--- config.mk ---
export PLATFORM = sky130hd
export DESIGN_NAME = apb_manager_arbiter
export DESIGN_NICKNAME = d
export VERILOG_FILES = /design/src/rtl/apb_manager_arbiter.sv
export SDC_FILE = /design/constraint.sdc
export NUM_CORES = 1
export LEC_CHECK = 0
export ABC_CLOCK_PERIOD_IN_PS = 1800
export BUFFER_PORTS_ARGS = -buffer_cell sky130_fd_sc_hd__clkbuf_2
export CAP_MARGIN = 15
export CORE_AREA = 2 2 167 169
export DETAILED_ROUTE_END_ITERATION = 7
export DIE_AREA = 0 0 169 171
export PLACE_DENSITY = 0.6
export SYNTH_ARGS = -nofsm -noshare
export SYNTH_HDL_FRONTEND = slang
export SYNTH_SLANG_ARGS = --single-unit
export TNS_END_PERCENT = 30
--- constraint.sdc ---
create_clock -name clk -period 1.8 [get_ports clk]
set_input_delay 0.09 -clock clk [delete_from_list [all_inputs] [get_ports clk]]
set_output_delay 0.09 -clock clk [all_outputs]
set_load 0.01 [all_outputs]
--- src/rtl/apb_manager_arbiter.sv ---
// Round-robin arbiter and APB SETUP/ACCESS sequencer sharing one bus among NumReq requesters.
// Optional ACCESS watchdog enabled by defining APB_ARB_TIMEOUT_EN.
//
// state  | meaning
// IDLE   | no transfer; pick next requester at or after rr_ptr
// SETUP  | busSel asserted, address/control driven, busEnable low
// ACCESS | busEnable high, waiting for busReady (or watchdog)
module apb_manager_arbiter #(
    parameter int NumReq        = 4,
    parameter int AddrWidth     = 32,
    parameter int DataWidth     = 32,
    parameter int PrphNum       = 8,
    parameter int TimeoutCycles = 16
) (
    input  logic                          clk,
    input  logic                          nReset,
    input  logic [NumReq-1:0]             reqValid,
    input  logic [NumReq-1:0]             reqWrite,
    input  logic [NumReq*AddrWidth-1:0]   reqAddr,
    input  logic [NumReq*DataWidth-1:0]   reqWData,
    input  logic [NumReq*3-1:0]           reqProt,
    output logic [NumReq-1:0]             reqDone,
    output logic [DataWidth-1:0]          reqRData,
    output logic                          reqError,
    output logic [PrphNum-1:0]            busSel,
    output logic                          busEnable,
    output logic                          busWrite,
    output logic [AddrWidth-1:0]          busAddr,
    output logic [DataWidth-1:0]          busWData,
    output logic [2:0]                    busProt,
    input  logic                          busReady,
    input  logic [DataWidth-1:0]          busRData,
    input  logic                          busSubError
);

    localparam int GntW = (NumReq > 1) ? $clog2(NumReq) : 1;
    localparam int SelW = $clog2(PrphNum);

    localparam logic [1:0] ST_IDLE   = 2'd0;
    localparam logic [1:0] ST_SETUP  = 2'd1;
    localparam logic [1:0] ST_ACCESS = 2'd2;

    logic [1:0]           state;
    logic [GntW-1:0]      rr_ptr;
    logic [GntW-1:0]      grant;
    logic [GntW-1:0]      next_grant;
    logic                 any_valid;
    logic [AddrWidth-1:0] next_addr;
    logic [SelW-1:0]      sel_idx;
    logic                 timeout_hit;
    logic                 complete;

    // Scan downward so the requester closest to rr_ptr is the last (winning) assignment.
    always_comb begin
        logic [GntW-1:0] idx;
        idx        = '0;
        next_grant = rr_ptr;
        any_valid  = 1'b0;
        for (int k = NumReq - 1; k >= 0; k--) begin
            idx = GntW'((int'(rr_ptr) + k) % NumReq);
            if (reqValid[idx]) begin
                next_grant = idx;
                any_valid  = 1'b1;
            end
        end
    end

    assign next_addr = reqAddr[next_grant*AddrWidth +: AddrWidth];
    assign sel_idx   = next_addr[AddrWidth-1 -: SelW];

`ifdef APB_ARB_TIMEOUT_EN
    localparam int CntW = $clog2(TimeoutCycles) + 1;

    logic [CntW-1:0] wait_cnt;

    assign timeout_hit = (state == ST_ACCESS) && !busReady
                         && (wait_cnt == CntW'(TimeoutCycles));

    always_ff @(posedge clk or negedge nReset) begin
        if (!nReset) begin
            wait_cnt <= '0;
        end else if (state == ST_IDLE && any_valid) begin
            wait_cnt <= '0;
        end else if (state == ST_ACCESS && !busReady && !timeout_hit) begin
            wait_cnt <= wait_cnt + 1'b1;
        end
    end
`else
    assign timeout_hit = 1'b0;
`endif

    assign complete = (state == ST_ACCESS) && (busReady || timeout_hit);
    assign reqDone  = complete ? (NumReq'(1) << grant) : '0;
    // Gate read data so it is never X outside completion, and zero on a watchdog abort.
    assign reqRData = (complete && !timeout_hit) ? busRData : '0;
    assign reqError = complete && (busSubError || timeout_hit);

    always_ff @(posedge clk or negedge nReset) begin
        if (!nReset) begin
            state     <= ST_IDLE;
            rr_ptr    <= '0;
            grant     <= '0;
            busSel    <= '0;
            busEnable <= 1'b0;
            busWrite  <= 1'b0;
            busAddr   <= '0;
            busWData  <= '0;
            busProt   <= '0;
        end else begin
            case (state)
                ST_IDLE: begin
                    if (any_valid) begin
                        state    <= ST_SETUP;
                        grant    <= next_grant;
                        busWrite <= reqWrite[next_grant];
                        busAddr  <= next_addr;
                        busWData <= reqWData[next_grant*DataWidth +: DataWidth];
                        busProt  <= reqProt[next_grant*3 +: 3];
                        busSel   <= PrphNum'(1) << sel_idx;
                    end
                end
                ST_SETUP: begin
                    state     <= ST_ACCESS;
                    busEnable <= 1'b1;
                end
                ST_ACCESS: begin
                    if (complete) begin
                        state     <= ST_IDLE;
                        busSel    <= '0;
                        busEnable <= 1'b0;
                        rr_ptr    <= GntW'((int'(grant) + 1) % NumReq);
                    end
                end
                default: state <= ST_IDLE;
            endcase
        end
    end

endmodule

==> results.py, run 1 <==
metrics = {
    "logic_synthesis": {
        "synth-seq-cells": 83,
        "synth.most_common_cell": "nand2_1",
        "syn-num-nets": 1108,
        "synth_commonest_cells": "nand2_1 (272), nand3_1 (140), and2_1 (102)",
        "ys.flop_type": "dfrtp_1",
        "synth_top_area_share_pct": 35.9,
        "syn_inst": 792,
        "yosysSeqAreaShare_pct": 35.9,
        "synth_area_leaders": "dfrtp_1 (36%), nand2_1 (18%), nand3_1 (12%)",
        "synth_cell_type_count": 39,
        "synth-async-reset-ratio_pct": 100,
        "yosysTopAreaCell": "dfrtp_1",
        "syn_area_per_cell_sq_um": 7.30,
        "ys_warn_count": 0,
        "synth_edf_count": 0,
        "syn_area_sq_um": 5780,
    },
    "global_route": {
        "first_global_vias": 6896,
        "grt-ovfl-total": 0,
        "busiest_layer": "met2",
        "met3_usage_pct": 3.82,
        "grt_pass1_wl_mm": 38.3,
        "antenna_found_initial": 0,
        "met1_usage_pct": 21.7,
        "grt_start_max_net_pins": 68,
        "grt.total_usage_pct": 17.1,
        "grt_use_met2_pct": 29.2,
    },
    "sta": {
        "fmax_mhz": 503,
        "maxSlewHeadroom_pct": 69.7,
        "whs_ps": 84.2,
        "tightest_slew_ps": 455,
        "finalClockSkew_ps": 15.0,
        "setup_slack_ps": -187,
        "min_period_ps": 1990,
        "hold_violations": 0,
        "finalMaxSlewViolations": 0,
        "rsz0062_at_grt": "true",
        "finalSetupViolCount": 76,
        "min_period_over_period_pct": 110,
    },
    "pwr": {
        "power_density_nw_per_um2": 1630,
        "p_switching_mw": 6.85,
        "max-vdd-ir-drop_v": 0.000500,
        "p_comb_share_pct": 65.1,
        "power.internal_mw": 8.79,
        "switching_share_pct": 43.8,
        "pwr-share-seq_pct": 21.8,
        "pwr-share-clk_pct": 13.1,
        "power.leakage_nw": 5.08,
    },
    "cts": {
        "cts_root_buf": "clkbuf_16",
        "clock_path_buffers": 2,
        "ctsHtreeMaxLevel": 3,
        "clock_latency_ps": 340,
        "cts-buffers-inserted": 9,
        "clkSinkCount": 83,
        "cts.clk_slew.worst_paths_ps": 70,
        "cts_tree": "yes",
    },
    "routing": {
        "via_count": 7467,
        "wire_per_inst_microns": 17.4,
        "drc": 0,
        "drt-total-wl_mm": 27.3,
        "drtPass1Iterations": 5,
        "ant_nets": 0,
        "drt_iter0_markers": 433,
        "via_per_inst": 4.76,
    },
    "finish": {
        "drive_above_1_share_pct": 48.7,
        "final_core_util_pct": 35.1,
        "nFillCells": 2890,
        "diodes": 0,
        "postLayoutCellArea_sq_um": 9600,
        "area_delta_synth_final_pct": 66.0,
        "final_nets": 1534,
    },
    "setup_path": {
        "critPathTopFamily": "buffers and inverters",
        "path_class": "reg2reg",
        "crit_path_max_fanout": 8,
        "crit_slowest_cell": "dfrtp_1",
        "endpoint_kind": "flip-flop",
        "worst_path_most_repeated_cell": "buf_4",
        "path_cells": "buf_4 -> buf_4 -> o21ai_1 -> buf_4 -> o221ai_4 -> buf_12 -> buf_6 -> buf_16 -> nand2_2 -> nand3_2 -> a31o_2",
        "path_buf_inv": 6,
        "cp_data_arrival_time_ps": 2220,
        "start_kind": "flip-flop",
        "cp.required_ps": 2030,
        "critPathMaxStageDelay_ps": 410,
    },
    "place": {
        "dp_hpwl_mm": 18.4,
        "placed_area_sq_um": 8470,
        "place_ws_ps": -235,
        "numPortBuffers": 425,
        "place.gp.congestion": 0.840,
    },
    "status": {
        "failed_checks": "negative setup slack",
        "status": "finished, violations left",
    },
    "die": {
        "die_h_microns": 171,
        "die_area_sq_um": 28900,
        "core-area_sq_um": 27300,
        "row_count": 61,
        "initial_utilization_pct": 21.2,
        "die_width_microns": 169,
        "ios": 426,
    },
    "min_path": {
        "hold_class": "in2reg",
    },
    "flow_run": {
        "drv_cap": 0,
    },
}
[logic make-up (layout without fill, tap and decap cells)]
kind of cell,Yosys count,after routing,share of synthesized area (%)
AND/OR/NAND/NOR,538,538,43.6
multiplexers,6,6,1.08
flip-flops,83,83,35.9
buffers and inverters,69,500,5.26
AO/OA/AOI/OAI,92,92,13.2
adder cells (fa/ha/maj),4,4,0.866
[layout make-up]
type	instances	area, sq um	share of cell area (%)
Inverter	4	15.0	0.156
Sequential cell	83	2080	21.6
Clock buffer	12	246	2.57
Clock inverter	4	73.8	0.769
Multi-Input combinational cell	640	3740	39.0
Timing Repair Buffer	480	3010	31.4
Tap cell	346	433	4.51
[repair_timing]
item / in CTS / in global routing
endpoints found under the setup margin: 78 / 77
gates resized for setup: 54 / 36
hold buffers: 1 / 0
hold endpoints to repair: 24 / 0
pin swaps: 11 / 10
cloned: 6 / 6
buffers inserted: 12 / 1
[power by group through the flow]
stage          logic [mW]  clock network (mW)  registers (mW)
2_1_floorplan        4.89                   0            3.69
3_3_place_gp         8.44                   0            3.40
3_5_place_dp         8.52                   0            3.41
4_1_cts              9.58                2.14            3.40
5_1_grt              11.0                2.22            3.51
6_report             10.2                2.06            3.40
[state kept, by name (all words and copies together), names as in the netlist]
signal	count
busAddr	32
busEnable	1
busProt	3
busSel	8
busWData	32
busWrite	1
grant	2
rr_ptr	2
state	2
[cells in the final DEF, fill, tap and decap left out, types with 4 or more instances in the layout]
cell / netlist / final
nand2_1: 272 / 249
nand2_2: 1 / 19
buf_16: 0 / 10
buf_6: 0 / 6
o21ai_0: 5 / 5
buf_12: 0 / 11
clkbuf_16: 0 / 15
nand2_4: 0 / 4
a31o_2: 28 / 28
dfrtp_1: 83 / 83
buf_4: 6 / 22
a31o_1: 38 / 38
and2_1: 102 / 101
nand3_1: 140 / 121
clkbuf_2: 0 / 424
nand3_2: 0 / 18
nor2_1: 5 / 5
ha_1: 4 / 4
o31ai_2: 2 / 4
[stage by stage]
| stage | setup TNS, ps | power, mW | cells |
|---|---|---|---|
| final | -10540 | 15.6 | 1569 |
| after global routing | -16420 | 16.8 | 1569 |
| after CTS | -7240 | 15.1 | 1562 |
| after detailed placement | -10580 | 11.9 | 1527 |
| after global placement | -8610 | 11.8 | 1527 |
| after floorplan | -915 | 8.59 | 792 |
[path summary, 6_finish.rpt]
| check | from | endpoint | slack (ps) | depth (start not counted) |
|---|---|---|---|---|
| setup / recovery | rr_ptr[1]$_DFFE_PN0P_ | busAddr[9]$_DFFE_PN0P_ | -190 | 11 |
| hold / removal | reqAddr[58] | busAddr[26]$_DFFE_PN0P_ | 80 | 4 |
| setup reg to reg | rr_ptr[1]$_DFFE_PN0P_ | busAddr[9]$_DFFE_PN0P_ | -190 | 11 |
| hold reg to reg | busAddr[30]$_DFFE_PN0P_ | busAddr[30]$_DFFE_PN0P_ | 490 | 2 |
| max in group asynchronous | nReset | busSel[2]$_DFFE_PN0P_ | 1010 | 3 |
| min in group asynchronous | nReset | busAddr[4]$_DFFE_PN0P_ | 190 | 2 |
[per-layer routing]
| layer | part of all wire [%] | wire, microns |
|---|---|---|
| met5 | 0 | 0 |
| met3 | 7.3 | 1990 |
| met1 | 42 | 11500 |
| met4 | 2.1 | 582 |
| met2 | 48 | 13200 |
[worst reg2reg max path, stage by stage, from the launching register on]
cell      delay, ps
dfrtp_1         410
buf_4           150
buf_4           140
o21ai_1          80
buf_4           160
o221ai_4        110
buf_12          180
buf_6           130
buf_16          140
nand2_2          70
nand3_2          70
a31o_2          240
Note: power is estimated with default switching activity, not from simulation.
==> run 2: changes to the inputs <==
--- a/config.mk
+++ b/config.mk
@@ -12,6 +12,7 @@
 export DETAILED_ROUTE_END_ITERATION = 7
 export DIE_AREA = 0 0 169 171
 export PLACE_DENSITY = 0.6
+export SETUP_SLACK_MARGIN = 0.02
 export SYNTH_ARGS = -nofsm -noshare
 export SYNTH_HDL_FRONTEND = slang
 export SYNTH_SLANG_ARGS = --single-unit
==> run 2 against run 1 <==
Against the previous run:
- the run still ends with negative setup slack left
- sequential share of layout area about the same
- routed wire length is 0.25% lower
- non-clock buffer count did not move
- core utilization about the same
- first-iteration DRC count grew 5.5%
- combinational power hardly changed
- fmax is essentially flat
- cell count stayed put
- cell area barely moved
- clock skew barely moved
- sequential cell count did not move
- critical path type unchanged
- largest cell class unchanged
==> results.py, run 2 (synthesis results as in run 1) <==
metrics = {
    "cts": {
        "clock_path_buffers": 2,
        "cts_tree": "yes",
        "clkSinkCount": 83,
        "cts-buffers-inserted": 9,
        "cts.clk_slew.worst_paths_ps": 70,
        "cts_root_buf": "clkbuf_16",
        "ctsHtreeMaxLevel": 3,
        "clock_latency_ps": 340,
    },
    "status": {
        "failed_checks": "negative setup slack",
        "status": "finished, violations left",
    },
    "routing": {
        "via_count": 7482,
        "via_per_inst": 4.77,
        "drc": 0,
        "wire_per_inst_microns": 17.4,
        "drt_iter0_markers": 457,
        "ant_nets": 0,
        "drtPass1Iterations": 5,
        "drt-total-wl_mm": 27.2,
    },
    "min_path": {
        "whs_path_depth": 4,
        "hold_class": "in2reg",
    },
    "finish": {
        "nFillCells": 2889,
        "final_nets": 1534,
        "final_cell_mix": "clkbuf_2 (424), nand2_1 (249), nand3_1 (121), and2_1 (100), dfrtp_1 (83)",
        "drive_above_1_share_pct": 48.7,
        "final_core_util_pct": 35.1,
        "diodes": 0,
        "ff_latch_area_sq_um": 2080,
        "area_delta_synth_final_pct": 66.1,
        "postLayoutCellArea_sq_um": 9600,
        "multiInputGateArea_sq_um": 3750,
        "top_regs": "busAddr x32, busWData x32, busSel x8",
        "mostFrequentLayoutCell": "clkbuf_2",
    },
    "place": {
        "placed_area_sq_um": 8470,
        "numPortBuffers": 425,
        "place.gp.congestion": 0.840,
        "place_ws_ps": -235,
        "dp_hpwl_mm": 18.4,
    },
    "flow_run": {
        "drv_cap": 0,
    },
    "global_route": {
        "antenna_found_initial": 0,
        "first_global_vias": 6898,
        "met1_usage_pct": 21.7,
        "met3_usage_pct": 3.82,
        "grt-ovfl-total": 0,
        "busiest_layer": "met2",
        "grt.total_usage_pct": 17.1,
        "grt_pass1_wl_mm": 38.3,
        "grt_use_met2_pct": 29.2,
        "grt_start_max_net_pins": 68,
    },
    "setup_path": {
        "cp.required_ps": 2030,
        "reg2reg_setup_slack_ps": -190,
        "start_kind": "flip-flop",
        "r2r_cells": 11,
        "cp_data_arrival_time_ps": 2220,
        "path_class": "reg2reg",
        "endpoint_kind": "flip-flop",
        "crit_path_max_fanout": 8,
    },
    "sta": {
        "min_period_over_period_pct": 110,
        "finalSetupViolCount": 76,
        "tightest_slew_ps": 454,
        "maxSlewHeadroom_pct": 69.7,
        "finalSetupTns_ps": -10660,
        "finalMaxSlewViolations": 0,
        "fmax_mhz": 503,
        "hold_violations": 0,
        "min_period_ps": 1990,
        "rsz0062_at_grt": "true",
        "setup_slack_ps": -188,
        "finalClockSkew_ps": 15.3,
    },
    "die": {
        "die_width_microns": 169,
        "initial_utilization_pct": 21.2,
        "core-area_sq_um": 27300,
        "ios": 426,
        "row_count": 61,
        "die_h_microns": 171,
        "die_area_sq_um": 28900,
    },
    "pwr": {
        "max-vdd-ir-drop_v": 0.000501,
        "finalPower_mw": 15.6,
        "power_density_nw_per_um2": 1630,
        "power.leakage_nw": 5.08,
    },
}
## run 2: worst max-delay path, cell delays in order, from the launching register on
cell and delay (ps):
dfrtp_1 410, buf_4 150, buf_4 140, o21ai_1 80, buf_4 160, o221ai_4 110
buf_12 180, buf_6 120, buf_16 140, nand2_2 70, nand3_2 70, a31o_2 240
## run 2: through the flow
step / std cells / hold WS [ps]
after global placement: 1527 / 33.0
after global routing: 1569 / 80.1
after floorplan: 792 / -206
final: 1569 / 84.8
after detailed placement: 1527 / 34.5
after CTS: 1562 / 65.3
## run 2: routing by layer
layer  routed length (microns)  share of wire [%]
met5                         0                  0
met4                       575                2.1
met3                      2040                7.5
met2                     13200                 48
met1                     11400                 42
## run 2: cell type report
| cell class | count | area share, % |
|---|---|---|
| Timing Repair Buffer | 480 | 31.4 |
| Clock inverter | 4 | 0.769 |
| Multi-Input combinational cell | 640 | 39.0 |
| Clock buffer | 12 | 2.57 |
| Tap cell | 346 | 4.51 |
| Inverter | 4 | 0.156 |
| Sequential cell | 83 | 21.6 |
## run 2: where the power goes
| group | internal [mW] | switching [mW] |
|---|---|---|
| Clock | 1.26 | 0.801 |
| Sequential | 2.83 | 0.568 |
| Combinational | 4.70 | 5.48 |
| Total | 8.79 | 6.85 |
## run 2: final timing paths
kind | start | endpoint
worst max register to register | rr_ptr[1]$_DFFE_PN0P_ | busAddr[9]$_DFFE_PN0P_
worst max-delay path | rr_ptr[1]$_DFFE_PN0P_ | busAddr[9]$_DFFE_PN0P_
max in group asynchronous | nReset | state[0]$_DFFE_PN0P_
worst min-delay path | reqAddr[58] | busAddr[26]$_DFFE_PN0P_
min in group asynchronous | nReset | busAddr[4]$_DFFE_PN0P_
worst min register to register | busAddr[30]$_DFFE_PN0P_ | busAddr[30]$_DFFE_PN0P_
## run 2: timing repair
item / CTS / global route
resized for setup: 55 / 36
hold endpoints to repair: 24 / 0
pin swaps: 11 / 10
cloned: 6 / 6
buffers inserted: 12 / 1
hold buffers: 1 / 0
setup endpoints to repair: 78 / 77
